--- src/rtl/flash_fetch_scheduler.sv ---
// rtl/flash_fetch_scheduler.sv - arbitrates video/audio refill bursts onto the shared SPI flash reader
module flash_fetch_scheduler #(
  parameter int                ADDR_W         = 24,
  parameter int                LEN_W          = 12,
  parameter logic [ADDR_W-1:0] VID_BASE       = 24'h000000,
  parameter logic [ADDR_W-1:0] VID_END        = 24'h100000,
  parameter int                VID_BURST      = 80,
  parameter logic [ADDR_W-1:0] AUD_BASE       = 24'h100000,
  parameter logic [ADDR_W-1:0] AUD_END        = 24'h180000,
  parameter int                AUD_BURST      = 64,
  parameter int                MAX_AUD_CONSEC = 2,
  parameter int                TIMEOUT        = 4096
) (
  input  logic              CLK_40,
  input  logic              reset_n,
  input  logic              enable,
  input  logic              vid_req,
  input  logic              aud_req,
  input  logic              rd_done,
  output logic              rd_start,
  output logic [ADDR_W-1:0] rd_addr,
  output logic [LEN_W-1:0]  rd_len,
  output logic              rd_owner,
  output logic              vid_grant,
  output logic              aud_grant,
  output logic              vid_done,
  output logic              aud_done,
  output logic              timeout,
  output logic              busy
);

  localparam int SW    = $clog2(MAX_AUD_CONSEC + 2);
  localparam int TMO_W = (TIMEOUT > 1) ? $clog2(TIMEOUT) : 1;

  typedef enum logic [1:0] {S_IDLE, S_ISSUE, S_WAIT} state_t;

  state_t            state_q;
  logic [ADDR_W-1:0] vid_ptr_q, aud_ptr_q;
  logic [SW-1:0]     starve_cnt_q;
  logic [TMO_W-1:0]  tmo_cnt_q;
  logic              rd_start_q, rd_owner_q, vid_grant_q, aud_grant_q;
  logic              vid_done_q, aud_done_q, timeout_q, busy_q;
  logic [ADDR_W-1:0] rd_addr_q;
  logic [LEN_W-1:0]  rd_len_q;

  logic [ADDR_W:0]   vid_next_d, aud_next_d;
  logic [ADDR_W-1:0] vid_ptr_d, aud_ptr_d;
  logic              aud_win_d;

  // Sum is one bit wider so a pointer near the top of the address space cannot alias past END.
  always_comb begin
    vid_next_d = {1'b0, vid_ptr_q} + (ADDR_W+1)'(VID_BURST);
    aud_next_d = {1'b0, aud_ptr_q} + (ADDR_W+1)'(AUD_BURST);
    vid_ptr_d  = (vid_next_d >= {1'b0, VID_END}) ? VID_BASE : vid_next_d[ADDR_W-1:0];
    aud_ptr_d  = (aud_next_d >= {1'b0, AUD_END}) ? AUD_BASE : aud_next_d[ADDR_W-1:0];
    aud_win_d  = aud_req && !(vid_req && (starve_cnt_q == SW'(MAX_AUD_CONSEC)));
  end

  always_ff @(posedge CLK_40) begin
    if (!reset_n) begin
      state_q      <= S_IDLE;
      vid_ptr_q    <= VID_BASE;
      aud_ptr_q    <= AUD_BASE;
      starve_cnt_q <= '0;
      tmo_cnt_q    <= '0;
      rd_start_q   <= 1'b0;
      rd_owner_q   <= 1'b0;
      vid_grant_q  <= 1'b0;
      aud_grant_q  <= 1'b0;
      vid_done_q   <= 1'b0;
      aud_done_q   <= 1'b0;
      timeout_q    <= 1'b0;
      busy_q       <= 1'b0;
      rd_addr_q    <= '0;
      rd_len_q     <= '0;
    end else begin
      rd_start_q  <= 1'b0;
      vid_grant_q <= 1'b0;
      aud_grant_q <= 1'b0;
      vid_done_q  <= 1'b0;
      aud_done_q  <= 1'b0;
      timeout_q   <= 1'b0;
      case (state_q)
        S_IDLE: begin
          if (enable && (vid_req || aud_req)) begin
            state_q     <= S_ISSUE;
            busy_q      <= 1'b1;
            rd_start_q  <= 1'b1;
            rd_owner_q  <= aud_win_d;
            aud_grant_q <= aud_win_d;
            vid_grant_q <= !aud_win_d;
            rd_addr_q   <= aud_win_d ? aud_ptr_q : vid_ptr_q;
            rd_len_q    <= aud_win_d ? LEN_W'(AUD_BURST) : LEN_W'(VID_BURST);
            if (aud_win_d && vid_req) begin
              if (starve_cnt_q != SW'(MAX_AUD_CONSEC)) starve_cnt_q <= starve_cnt_q + 1'b1;
            end else begin
              starve_cnt_q <= '0;
            end
          end
        end
        S_ISSUE: begin
          state_q   <= S_WAIT;
          tmo_cnt_q <= '0;
        end
        S_WAIT: begin
          if (rd_done) begin
            state_q   <= S_IDLE;
            busy_q    <= 1'b0;
            tmo_cnt_q <= '0;
            if (rd_owner_q) begin
              aud_done_q <= 1'b1;
              aud_ptr_q  <= aud_ptr_d;
            end else begin
              vid_done_q <= 1'b1;
              vid_ptr_q  <= vid_ptr_d;
            end
          end else if (tmo_cnt_q == TMO_W'(TIMEOUT - 1)) begin
            state_q   <= S_IDLE;
            busy_q    <= 1'b0;
            tmo_cnt_q <= '0;
            timeout_q <= 1'b1;
          end else begin
            tmo_cnt_q <= tmo_cnt_q + 1'b1;
          end
        end
        default: state_q <= S_IDLE;
      endcase
    end
  end

  assign rd_start  = rd_start_q;
  assign rd_addr   = rd_addr_q;
  assign rd_len    = rd_len_q;
  assign rd_owner  = rd_owner_q;
  assign vid_grant = vid_grant_q;
  assign aud_grant = aud_grant_q;
  assign vid_done  = vid_done_q;
  assign aud_done  = aud_done_q;
  assign timeout   = timeout_q;
  assign busy      = busy_q;

endmodule
--- config.mk ---
export PLATFORM = sky130hd
export DESIGN_NAME = flash_fetch_scheduler
export DESIGN_NICKNAME = d
export VERILOG_FILES = /design/src/rtl/flash_fetch_scheduler.sv
export SDC_FILE = /design/constraint.sdc
export NUM_CORES = 1
export LEC_CHECK = 0
export CAP_MARGIN = 15
export CORE_ASPECT_RATIO = 0.6
export CORE_MARGIN = 2
export CORE_UTILIZATION = 30
export DETAILED_ROUTE_END_ITERATION = 16
export PLACE_DENSITY = 0.54
export SYNTH_ARGS = -nofsm -noshare
export SYNTH_HDL_FRONTEND = slang
export SYNTH_SLANG_ARGS = --single-unit
--- constraint.sdc ---
create_clock -name CLK_40 -period 2.18 [get_ports CLK_40]
set_input_delay 0.436 -clock CLK_40 [delete_from_list [all_inputs] [get_ports CLK_40]]
set_output_delay 0.436 -clock CLK_40 [all_outputs]
set_load 0.005 [all_outputs]
==> impl_metrics.env, run 1 <==
export IMPL_fin_ws_ns=0.101
export IMPL_firstDrtPassIters=4
export IMPL_total_power_mw=3.66
export IMPL_post_route_drc_count=0
export IMPL_busiest_layer="met1"
export IMPL_async_flop_share_pct=0
export IMPL_finalInstanceArea_mm2=0.00515
export IMPL_maxCapViolCount=0
export IMPL_grt_ovfl_total=0
export IMPL_timing_rr_start="aud_ptr_q[12]$_SDFFE_PN0P_"
export IMPL_wl_um=10700
export IMPL_dieWidth_um=155
export IMPL_start_util_pct=30.5
export IMPL_finalHoldViolCount=0
export IMPL_place_ws_ns=0.0535
export IMPL_wire_per_inst_um=14.8
export IMPL_rsz0062_at_grt="yes"
export IMPL_cp_required_ns=2.40
export IMPL_worst_pin_slew_ns=0.783
export IMPL_cts_setup_buffers=0
export IMPL_crit_path_start="aud_ptr_q[12]$_SDFFE_PN0P_"
export IMPL_reg2regPathDepth=7
export IMPL_clkSlewWorstSetupHoldPaths_ns=0.06
export IMPL_coreArea_mm2=0.0135
export IMPL_clk_path_buf_depth=2
export IMPL_antenna_cells=0
export IMPL_fin_crit_ns=2.08
export IMPL_whs_ns=0.459
export IMPL_ys_seq_elements=84
export IMPL_ys_seq_area_share_pct=40.8
export IMPL_antenna_left=0
export IMPL_layout_common_cells="dfxtp_1, nor2_1, nand2_1"
export IMPL_rows=33
export IMPL_critPathKind="flop to flop"
export IMPL_place_gp_congestion=0.843
export IMPL_clock_skew_ns=0.00637
export IMPL_met1_usage_pct=22.4
export IMPL_synth_avg_cell_area_um2=8.40
export IMPL_final_common_cell="dfxtp_1"
export IMPL_fin_setup_tns_ns=0
export IMPL_dieHeight_um=94.8
export IMPL_setup_viol_count_final=0
export IMPL_instances_no_fill=724
export IMPL_syn_to_final_growth_pct=24.9
export IMPL_final_util_pct=38.0
export IMPL_fin_nets=558
export IMPL_post_cts_resized=0
export IMPL_synth_flop_cell="dfxtp_1"
export IMPL_finalMaxSlewViolations=0
export IMPL_globalRouteMet2Util_pct=21.6
export IMPL_period_share_pct=95.4
export IMPL_via_count=3655
export IMPL_synth_enable_flop_cells=0
export IMPL_clock_sinks=84
export IMPL_via_per_inst=5.05
export IMPL_rrSetupSlack_ns=0.10
export IMPL_grt_pass1_vias=3392
export IMPL_cp_max_fo=18
export IMPL_postCtsHoldBufs=0
export IMPL_dp_cells=708
export IMPL_dpl_cell_area_mm2=0.00481
export IMPL_synth_cell_types=54
export IMPL_drive_gt1_share_pct=14.0
export IMPL_cts_htree_levels=3
export IMPL_met3_usage_pct=2.80
export IMPL_outcome="completed"
export IMPL_cp_start_kind="flop"
export IMPL_dp_hpwl_um=7930
export IMPL_reg2reg_to="aud_ptr_q[14]$_SDFFE_PN0P_"
export IMPL_drt_iter0_markers=234
export IMPL_clk_latency_ns=0.34
export IMPL_worstSetupEndpoint="aud_ptr_q[14]$_SDFFE_PN0P_"
export IMPL_io_pins=50
export IMPL_relSlewSlack_pct=47.4
export IMPL_hold_path_class="flop to flop"
export IMPL_die_area_mm2=0.0147
export IMPL_antenna_found_initial=0
export IMPL_tritoncts="yes"
export IMPL_leakagePower_nw=1.98
export IMPL_synth_area_mm2=0.00412
export IMPL_portBuffers=35
export IMPL_peakVddDrop_mv=0.330
export IMPL_cts_buffers_inserted=9
export IMPL_ys_warn_count=0
export IMPL_root_buffer="clkbuf_16"
export IMPL_max_freq_mhz=481
export IMPL_grt_max_degree=27
export IMPL_grt_pass1_wl_um=17400
export IMPL_grt_usage_pct=15.0
export IMPL_power_density_mw_per_mm2=711
export IMPL_cp_end_kind="flop"
export IMPL_synth_cells=491
export IMPL_arrival_ns=2.30
## cells in the mapped netlist (all sizes together), types with 3 or more instances
cell type	count	area share (%)
a211oi	20	3.6
a21oi	17	2.1
a31oi	13	2.0
and2	3	0.46
and3	16	2.4
and4	8	1.8
buf	26	4.4
clkbuf	18	1.7
dfxtp	84	41
ha	8	2.4
inv	12	1.1
mux2i	17	4.1
nand2	51	4.6
nand3	19	2.4
nand3b	5	0.91
nand4	14	2.8
nor2	67	6.1
nor3	14	1.7
nor4	11	2.3
o21a	4	0.73
o21ai	25	3.7
or4	3	0.55
xnor2	8	1.7
xor2	11	2.3
## state kept, by name (all words and copies together), names as in the netlist
register / cells
aud_grant: 1
rd_addr: 20
busy: 1
rd_start: 1
starve_cnt_q: 2
aud_ptr_q: 18
vid_grant: 1
state_q: 2
timeout: 1
vid_ptr_q: 20
vid_done: 1
aud_done: 1
rd_owner: 1
rd_len: 2
tmo_cnt_q: 12
## worst max-delay path: stages, from the launching register on
cell and delay (ns):
dfxtp_1 0.45, nand4_2 0.23, nor4_4 0.38, nor4_1 0.08
o41a_1 0.46, buf_12 0.17, nand3_1 0.08, a31oi_1 0.09
## where the power goes
| part | internal, mW | total (mW) | leakage [nW] | switching (mW) |
|---|---|---|---|---|
| clock network | 1.03 | 1.64 | 0.153 | 0.607 |
| registers | 1.60 | 1.64 | 0.684 | 0.0438 |
| logic | 0.183 | 0.383 | 1.14 | 0.200 |
| total | 2.81 | 3.66 | 1.98 | 0.852 |
## final cells by class
cell class	instances	area, um2
clock inverters	4	72.6
fillers	1386	8390
clock buffers	12	246
well taps	175	219
repair buffers	73	661
inverters	12	45.0
flip-flops and latches	84	1690
multi-input cells	364	2220
## worst min-delay path by stage
stage                                    to  slack [ns]                    start  cells past startpoint
floorplan           rd_addr[4]$_SDFFE_PN0P_        0.45  rd_addr[4]$_SDFFE_PN0P_                      2
global placement     rd_len[6]$_SDFFE_PN0P_        0.45   rd_len[6]$_SDFFE_PN0P_                      2
detailed placement  rd_addr[5]$_SDFFE_PN0P_        0.45  rd_addr[5]$_SDFFE_PN0P_                      2
CTS                 rd_addr[5]$_SDFFE_PN0P_        0.46  rd_addr[5]$_SDFFE_PN0P_                      2
global route        rd_addr[4]$_SDFFE_PN0P_        0.48  rd_addr[4]$_SDFFE_PN0P_                      2
finish              rd_addr[5]$_SDFFE_PN0P_        0.46  rd_addr[5]$_SDFFE_PN0P_                      2
## kinds of logic after synthesis
kind of cell	share of synthesized area, %
xor+xnor	4.04
mux	4.13
buf+inv	7.19
compound gates	14.1
simple gates	27.2
flops	40.8
other cells	0.0909
fa+ha+maj	2.43
## layer usage
layer	up-vias	part of all wire [%]
met2	90	40
met5	-	0
met4	0	1.5
li1	1824	-
met3	15	4.7
met1	1726	54
No activity file was read; power rests on OpenSTA's default activity.
==> inputs of run 2 (changes only) <==
--- a/config.mk
+++ b/config.mk
@@ -9,6 +9,7 @@
 export CORE_ASPECT_RATIO = 0.6
 export CORE_MARGIN = 2
 export CORE_UTILIZATION = 30
+export CTS_CLUSTER_DIAMETER = 50
 export DETAILED_ROUTE_END_ITERATION = 16
 export PLACE_DENSITY = 0.54
 export SYNTH_ARGS = -nofsm -noshare
==> results of run 2 <==
The final DEF is identical to that of run 1; final timing and power are the same.
